`src/rtl/mem_arb_pkg.sv`:
```
// Shared types and constants for the fetch/data memory port arbiter.
//   arb_state_t        : arbiter FSM state encoding
//   NOP_INSTR          : instruction returned to fetch when an access times out
//   DEF_MAX_DATA_BURST : default cap on data grants that bypass a waiting fetch
//   DEF_TIMEOUT        : default grant-state cycle budget before abort
package mem_arb_pkg;

  typedef enum logic [1:0] {
    IDLE    = 2'd0,
    GRANT_I = 2'd1,
    GRANT_D = 2'd2,
    DONE    = 2'd3
  } arb_state_t;

  localparam logic [31:0] NOP_INSTR = 32'h0000_0013;

  localparam int unsigned DEF_MAX_DATA_BURST = 4;
  localparam int unsigned DEF_TIMEOUT        = 255;
  localparam int unsigned TMO_W              = 8;

endpackage

```
`src/rtl/mem_port_arbiter.sv`:
```
// Shares one single-port unified memory between the fetch and memory stages.
// Data has priority over fetch unless MAX_DATA_BURST data grants in a row
// have bypassed a waiting fetch. Each access runs IDLE -> GRANT -> DONE and is
// aborted after TIMEOUT grant cycles without an ack.
// Ports:
//   i_clk, i_reset                     clock, async active-high reset
//   i_if_req/i_if_addr                 fetch read request
//   o_if_rdata/o_if_valid              fetch completion (one-cycle pulse)
//   i_d_req/i_d_we/i_d_addr/i_d_wdata  data request
//   o_d_rdata/o_d_valid                data completion (one-cycle pulse)
//   o_mem_req/o_mem_we/o_mem_addr/o_mem_wdata, i_mem_ack/i_mem_rdata
//                                      memory side
//   o_stall                            pipeline freeze (combinational)
//   o_timeout                          marks the completion of an aborted access
module mem_port_arbiter
  import mem_arb_pkg::*;
#(
  parameter int unsigned MAX_DATA_BURST = DEF_MAX_DATA_BURST,
  parameter int unsigned TIMEOUT        = DEF_TIMEOUT
) (
  input  logic        i_clk,
  input  logic        i_reset,
  input  logic        i_if_req,
  input  logic [31:0] i_if_addr,
  output logic [31:0] o_if_rdata,
  output logic        o_if_valid,
  input  logic        i_d_req,
  input  logic        i_d_we,
  input  logic [31:0] i_d_addr,
  input  logic [31:0] i_d_wdata,
  output logic [31:0] o_d_rdata,
  output logic        o_d_valid,
  output logic        o_mem_req,
  output logic        o_mem_we,
  output logic [31:0] o_mem_addr,
  output logic [31:0] o_mem_wdata,
  input  logic        i_mem_ack,
  input  logic [31:0] i_mem_rdata,
  output logic        o_stall,
  output logic        o_timeout
);

  localparam int unsigned        BURST_W   = $clog2(MAX_DATA_BURST + 1);
  localparam logic [BURST_W-1:0] BURST_MAX = BURST_W'(MAX_DATA_BURST);
  localparam logic [TMO_W-1:0]   TMO_LAST  = TMO_W'(TIMEOUT - 1);

  arb_state_t         state;
  arb_state_t         next_state;
  logic [BURST_W-1:0] burst_cnt;
  logic [TMO_W-1:0]   tmo_cnt;
  logic               gnt_d;
  logic               in_grant;
  logic               tmo_hit;
  logic               enter_i;
  logic               enter_d;
  logic               enter_done;
  logic               aborting;

  assign in_grant = (state == GRANT_I) || (state == GRANT_D);
  assign tmo_hit  = in_grant && (tmo_cnt == TMO_LAST);

  // State register
  always_ff @(posedge i_clk or posedge i_reset) begin
    if (i_reset) state <= IDLE;
    else         state <= next_state;
  end

  // Next-state logic; requests are only looked at in IDLE
  always_comb begin
    next_state = state;
    case (state)
      IDLE: begin
        if (i_d_req && ((burst_cnt < BURST_MAX) || !i_if_req)) next_state = GRANT_D;
        else if (i_if_req)                                     next_state = GRANT_I;
      end
      GRANT_I, GRANT_D: begin
        if (i_mem_ack || tmo_hit) next_state = DONE;
      end
      DONE:    next_state = IDLE;
      default: next_state = IDLE;
    endcase
  end

  // Transition decodes feeding the output registers; ack beats a same-cycle timeout
  always_comb begin
    enter_i    = 1'b0;
    enter_d    = 1'b0;
    enter_done = 1'b0;
    aborting   = 1'b0;
    if (state == IDLE) begin
      enter_i = (next_state == GRANT_I);
      enter_d = (next_state == GRANT_D);
    end
    if (in_grant && (next_state == DONE)) begin
      enter_done = 1'b1;
      aborting   = !i_mem_ack;
    end
  end

  // Starvation guard: counts data grants that bypassed a waiting fetch
  always_ff @(posedge i_clk or posedge i_reset) begin
    if (i_reset) begin
      burst_cnt <= '0;
    end else if (enter_d) begin
      if (!i_if_req)                    burst_cnt <= '0;
      else if (burst_cnt != BURST_MAX)  burst_cnt <= burst_cnt + 1'b1;
    end else if (enter_i) begin
      burst_cnt <= '0;
    end
  end

  // Grant-state cycle counter for the memory timeout
  always_ff @(posedge i_clk or posedge i_reset) begin
    if (i_reset)                 tmo_cnt <= '0;
    else if (enter_i || enter_d) tmo_cnt <= '0;
    else if (in_grant)           tmo_cnt <= tmo_cnt + 1'b1;
  end

  // Memory-side request, latched from the winning port on grant entry
  always_ff @(posedge i_clk or posedge i_reset) begin
    if (i_reset) begin
      o_mem_req   <= 1'b0;
      o_mem_we    <= 1'b0;
      o_mem_addr  <= '0;
      o_mem_wdata <= '0;
      gnt_d       <= 1'b0;
    end else if (enter_i) begin
      o_mem_req   <= 1'b1;
      o_mem_we    <= 1'b0;
      o_mem_addr  <= i_if_addr;
      o_mem_wdata <= '0;
      gnt_d       <= 1'b0;
    end else if (enter_d) begin
      o_mem_req   <= 1'b1;
      o_mem_we    <= i_d_we;
      o_mem_addr  <= i_d_addr;
      o_mem_wdata <= i_d_wdata;
      gnt_d       <= 1'b1;
    end else if (enter_done) begin
      o_mem_req   <= 1'b0;
    end
  end

  // Completion pulses and returned data, presented during DONE
  always_ff @(posedge i_clk or posedge i_reset) begin
    if (i_reset) begin
      o_if_valid <= 1'b0;
      o_d_valid  <= 1'b0;
      o_timeout  <= 1'b0;
      o_if_rdata <= '0;
      o_d_rdata  <= '0;
    end else begin
      o_if_valid <= enter_done && !gnt_d;
      o_d_valid  <= enter_done && gnt_d;
      o_timeout  <= aborting;
      if (enter_done && !gnt_d) o_if_rdata <= aborting ? NOP_INSTR : i_mem_rdata;
      if (enter_done && gnt_d)  o_d_rdata  <= (aborting || o_mem_we) ? '0 : i_mem_rdata;
    end
  end

  // Freeze while a request is outstanding and not completing this cycle
  assign o_stall = (i_if_req & ~o_if_valid) | (i_d_req & ~o_d_valid);

endmodule

```
`config.mk`:
```
export PLATFORM = sky130hd
export DESIGN_NAME = mem_port_arbiter
export DESIGN_NICKNAME = d
export VERILOG_FILES = /design/src/rtl/mem_arb_pkg.sv /design/src/rtl/mem_port_arbiter.sv
export SDC_FILE = /design/constraint.sdc
export NUM_CORES = 1
export LEC_CHECK = 0
export CORE_AREA = 10 10 132 134
export CTS_CLUSTER_DIAMETER = 40
export DETAILED_ROUTE_END_ITERATION = 12
export DIE_AREA = 0 0 142 144
export PLACE_DENSITY_LB_ADDON = 0.05
export SYNTH_ARGS = -nofsm -noshare
export SYNTH_HDL_FRONTEND = slang
export SYNTH_SLANG_ARGS = --single-unit
```
`constraint.sdc`:
```
create_clock -name i_clk -period 7.4 [get_ports i_clk]
set_clock_uncertainty 0.2 [all_clocks]
set_input_delay 1.48 -clock i_clk [delete_from_list [all_inputs] [get_ports i_clk]]
set_output_delay 1.48 -clock i_clk [all_outputs]
set_load 0.01 [all_outputs]
```
==> results.cfg <==
[clock_network]
clockBufferDepth = 2
clock_sinks = 147
cts-resized-gates = 0
worstSkewPairLatency_ns = 0.41
numCtsBuffers = 17
hold_buffers = 0
path_clk_slew_ns = 0.06
h-tree-depth = 4
cts_tree = done
root_buffer = clkbuf_16
cts_setup_buffers = 0

[final_layout]
fin_nets = 925
drive_gt1_frac = 0.0688
area_growth_pct = 55.1
fin_area_sq_um = 9450
ff_latch_area_sq_um = 3680
antenna_cells = 0
fillers = 1186
multi_input_area_sq_um = 1940

[route]
viasPerCell = 4.97
vias = 4907
drc = 0
wl_um = 18500
wl_per_cell_um = 18.7
drtIter0Drc = 225
dr.pass1.iters = 4
final_antenna_net_count = 0

[hold_path]
holdPathStages = 1
min-delay-start = o_mem_wdata[21]
worstHoldEndpoint = o_mem_wdata[21]
hp-class = reg2reg

[pwr]
peakVddDrop_v = 0.000224
clkPwrFrac = 0.200
p_sw_mw = 1.40
p_sw_frac = 0.346
combPwrFrac = 0.463
power_mw = 4.05
p_int_mw = 2.65
seqPwrFrac = 0.336
leakagePower_nw = 4.14
p_per_area_nw_per_um2 = 428

[timing]
fin_crit_sh = 0.632
relSlewSlack = 0.402
hold_viol = 0
setup_violations = 0
max_freq_ghz = 0.214
worst_pin_slew_ns = 0.896
setup_ws_ns = 2.72
rsz0062_at_grt = no
timing.setup.tns_ns = 0
maxSlewViolCount = 0
period_minus_slack_ns = 4.68

[logic_synthesis]
syn_area_per_cell_sq_um = 11.6
async_flop_share = 1.00
synth_most_common_cell = dfrtp_1
synth_edf_count = 0
synth-seq-cells = 147
ys.flop_type = dfrtp_1
synth_nets = 666
syn_inst = 527
ys.warnings.count = 0
ys_types = 39
ys_seq_area_frac = 0.604
synthTopCellsByArea = dfrtp_1 (60%), a22o_1 (8.9%), mux2i_1 (5.6%)
synth.largest_area_cell = dfrtp_1
synth_commonest_cells = dfrtp_1 (147), inv_1 (75), a22o_1 (62)
synth.top_cell.area_share = 0.604
syn_area_sq_um = 6090

[floorplan]
die_w_um = 142
placeableCoreArea_sq_um = 14900
pin_count = 268
fp.dieH_um = 144
die-area_sq_um = 20400
start_util = 0.410
rows = 45

[global_route]
grt_pass1_wl_um = 29300
antenna_found_initial = 0
grt_pass1_vias = 5323
grt_usage = 0.179
globalRouteOverflowTotal = 0
grt_max_degree = 76

[setup_path]
r2r_setup_slack_ns = 4.49
worstPathArrival_ns = 3.00
cp-end-kind = output port
crit_type = in2out
timing.rr.start = state[1]
worst_setup_path_start_kind = primary input
reg2regPathDepth = 8
crit_fanout = 6
r2r_end = o_if_rdata[0]
cp.required_ns = 5.72
crit_start = i_if_req

[placed_design]
port_buffers = 267
placedInstanceArea_sq_um = 8870
dp_hpwl_um = 13500
place_ws_ns = 2.76
place.gp.congestion = 0.841

[job]
max-cap-violations = 0

[status]
outcome = finished, final reports clean
==> cells by family after synthesis <==
logic type / Yosys count / share of synthesized area
buffers and inverters: 111 / 0.0816
flip-flops: 147 / 0.604
AND/OR/NAND/NOR: 77 / 0.0583
multiplexers: 37 / 0.0614
AO/OA/AOI/OAI: 143 / 0.174
XOR/XNOR: 7 / 0.0101
adder cells (fa/ha/maj): 5 / 0.0103
==> cells in the final DEF, fill, tap and decap left out, types with 4 or more instances in the layout <==
cell	Yosys	routed
nor3_1	4	4
a22oi_1	32	32
clkdlybuf4s50_1	0	267
o21ai_1	15	15
dfrtp_1	147	147
clkbuf_16	0	17
clkinv_2	0	7
clkbuf_8	0	4
o21ai_0	23	23
mux2i_1	34	34
nor2_1	14	14
ha_1	5	5
buf_4	3	8
inv_1	75	74
nand2b_1	5	5
xor2_1	5	5
nand2_1	38	38
a22o_1	62	62
==> routing by layer <==
metal / global-route usage / up-vias / part of all wire
met5: 0 / - / 0
met2: 0.286 / 189 / 0.48
met3: 0.0882 / 18 / 0.10
li1: - / 2322 / -
met1: 0.208 / 2378 / 0.40
met4: 0.0549 / 0 / 0.014
==> how the worst max path moves through the flow <==
stage,end,slack [ns],cells after the start
after floorplan,burst_cnt[0],1.77,1
after global placement,o_stall,2.77,4
after detailed placement,o_stall,2.76,4
after CTS,o_stall,2.75,4
after global routing,o_stall,2.63,4
final,o_stall,2.72,4
==> flip-flops by register name (all words and copies together) (netlist names) <==
signal,count
burst_cnt,3
gnt_d,1
o_d_rdata,32
o_d_valid,1
o_if_rdata,32
o_if_valid,1
o_mem_addr,32
o_mem_req,1
o_mem_wdata,32
o_mem_we,1
o_timeout,1
state,2
tmo_cnt,8
==> power by group through the flow <==
| stage | Clock, mW | Combinational, mW | Sequential (mW) |
|---|---|---|---|
| 2_1_floorplan | 0 | 0.804 | 1.50 |
| 3_3_place_gp | 0 | 1.85 | 1.35 |
| 3_5_place_dp | 0 | 1.90 | 1.37 |
| 4_1_cts | 0.830 | 1.91 | 1.36 |
| 5_1_grt | 0.867 | 2.04 | 1.41 |
| 6_report | 0.810 | 1.88 | 1.36 |
==> stage by stage <==
stage,util,instances,hold WS (ns)
floorplan,-,527,0.305
global placement,0.597,954,0.283
detailed placement,0.597,954,0.282
CTS,0.635,986,0.301
global route,0.636,987,0.316
finish,0.636,987,0.298
==> worst max-delay path, cell delays in order <==
cell,delay (ns)
clkdlybuf4s50_1,0.60
inv_1,0.12
o22ai_1,0.17
clkdlybuf4s50_1,0.62
==> area by class of cell <==
type,instances,share of cell area
clock buffer,22,0.0512
clock inverter,10,0.00861
inverter,75,0.0303
multi-input combinational,269,0.205
sequential,147,0.389
tap,188,0.0249
timing repair buffer,276,0.291
Note: power is estimated with default switching activity, not from simulation.
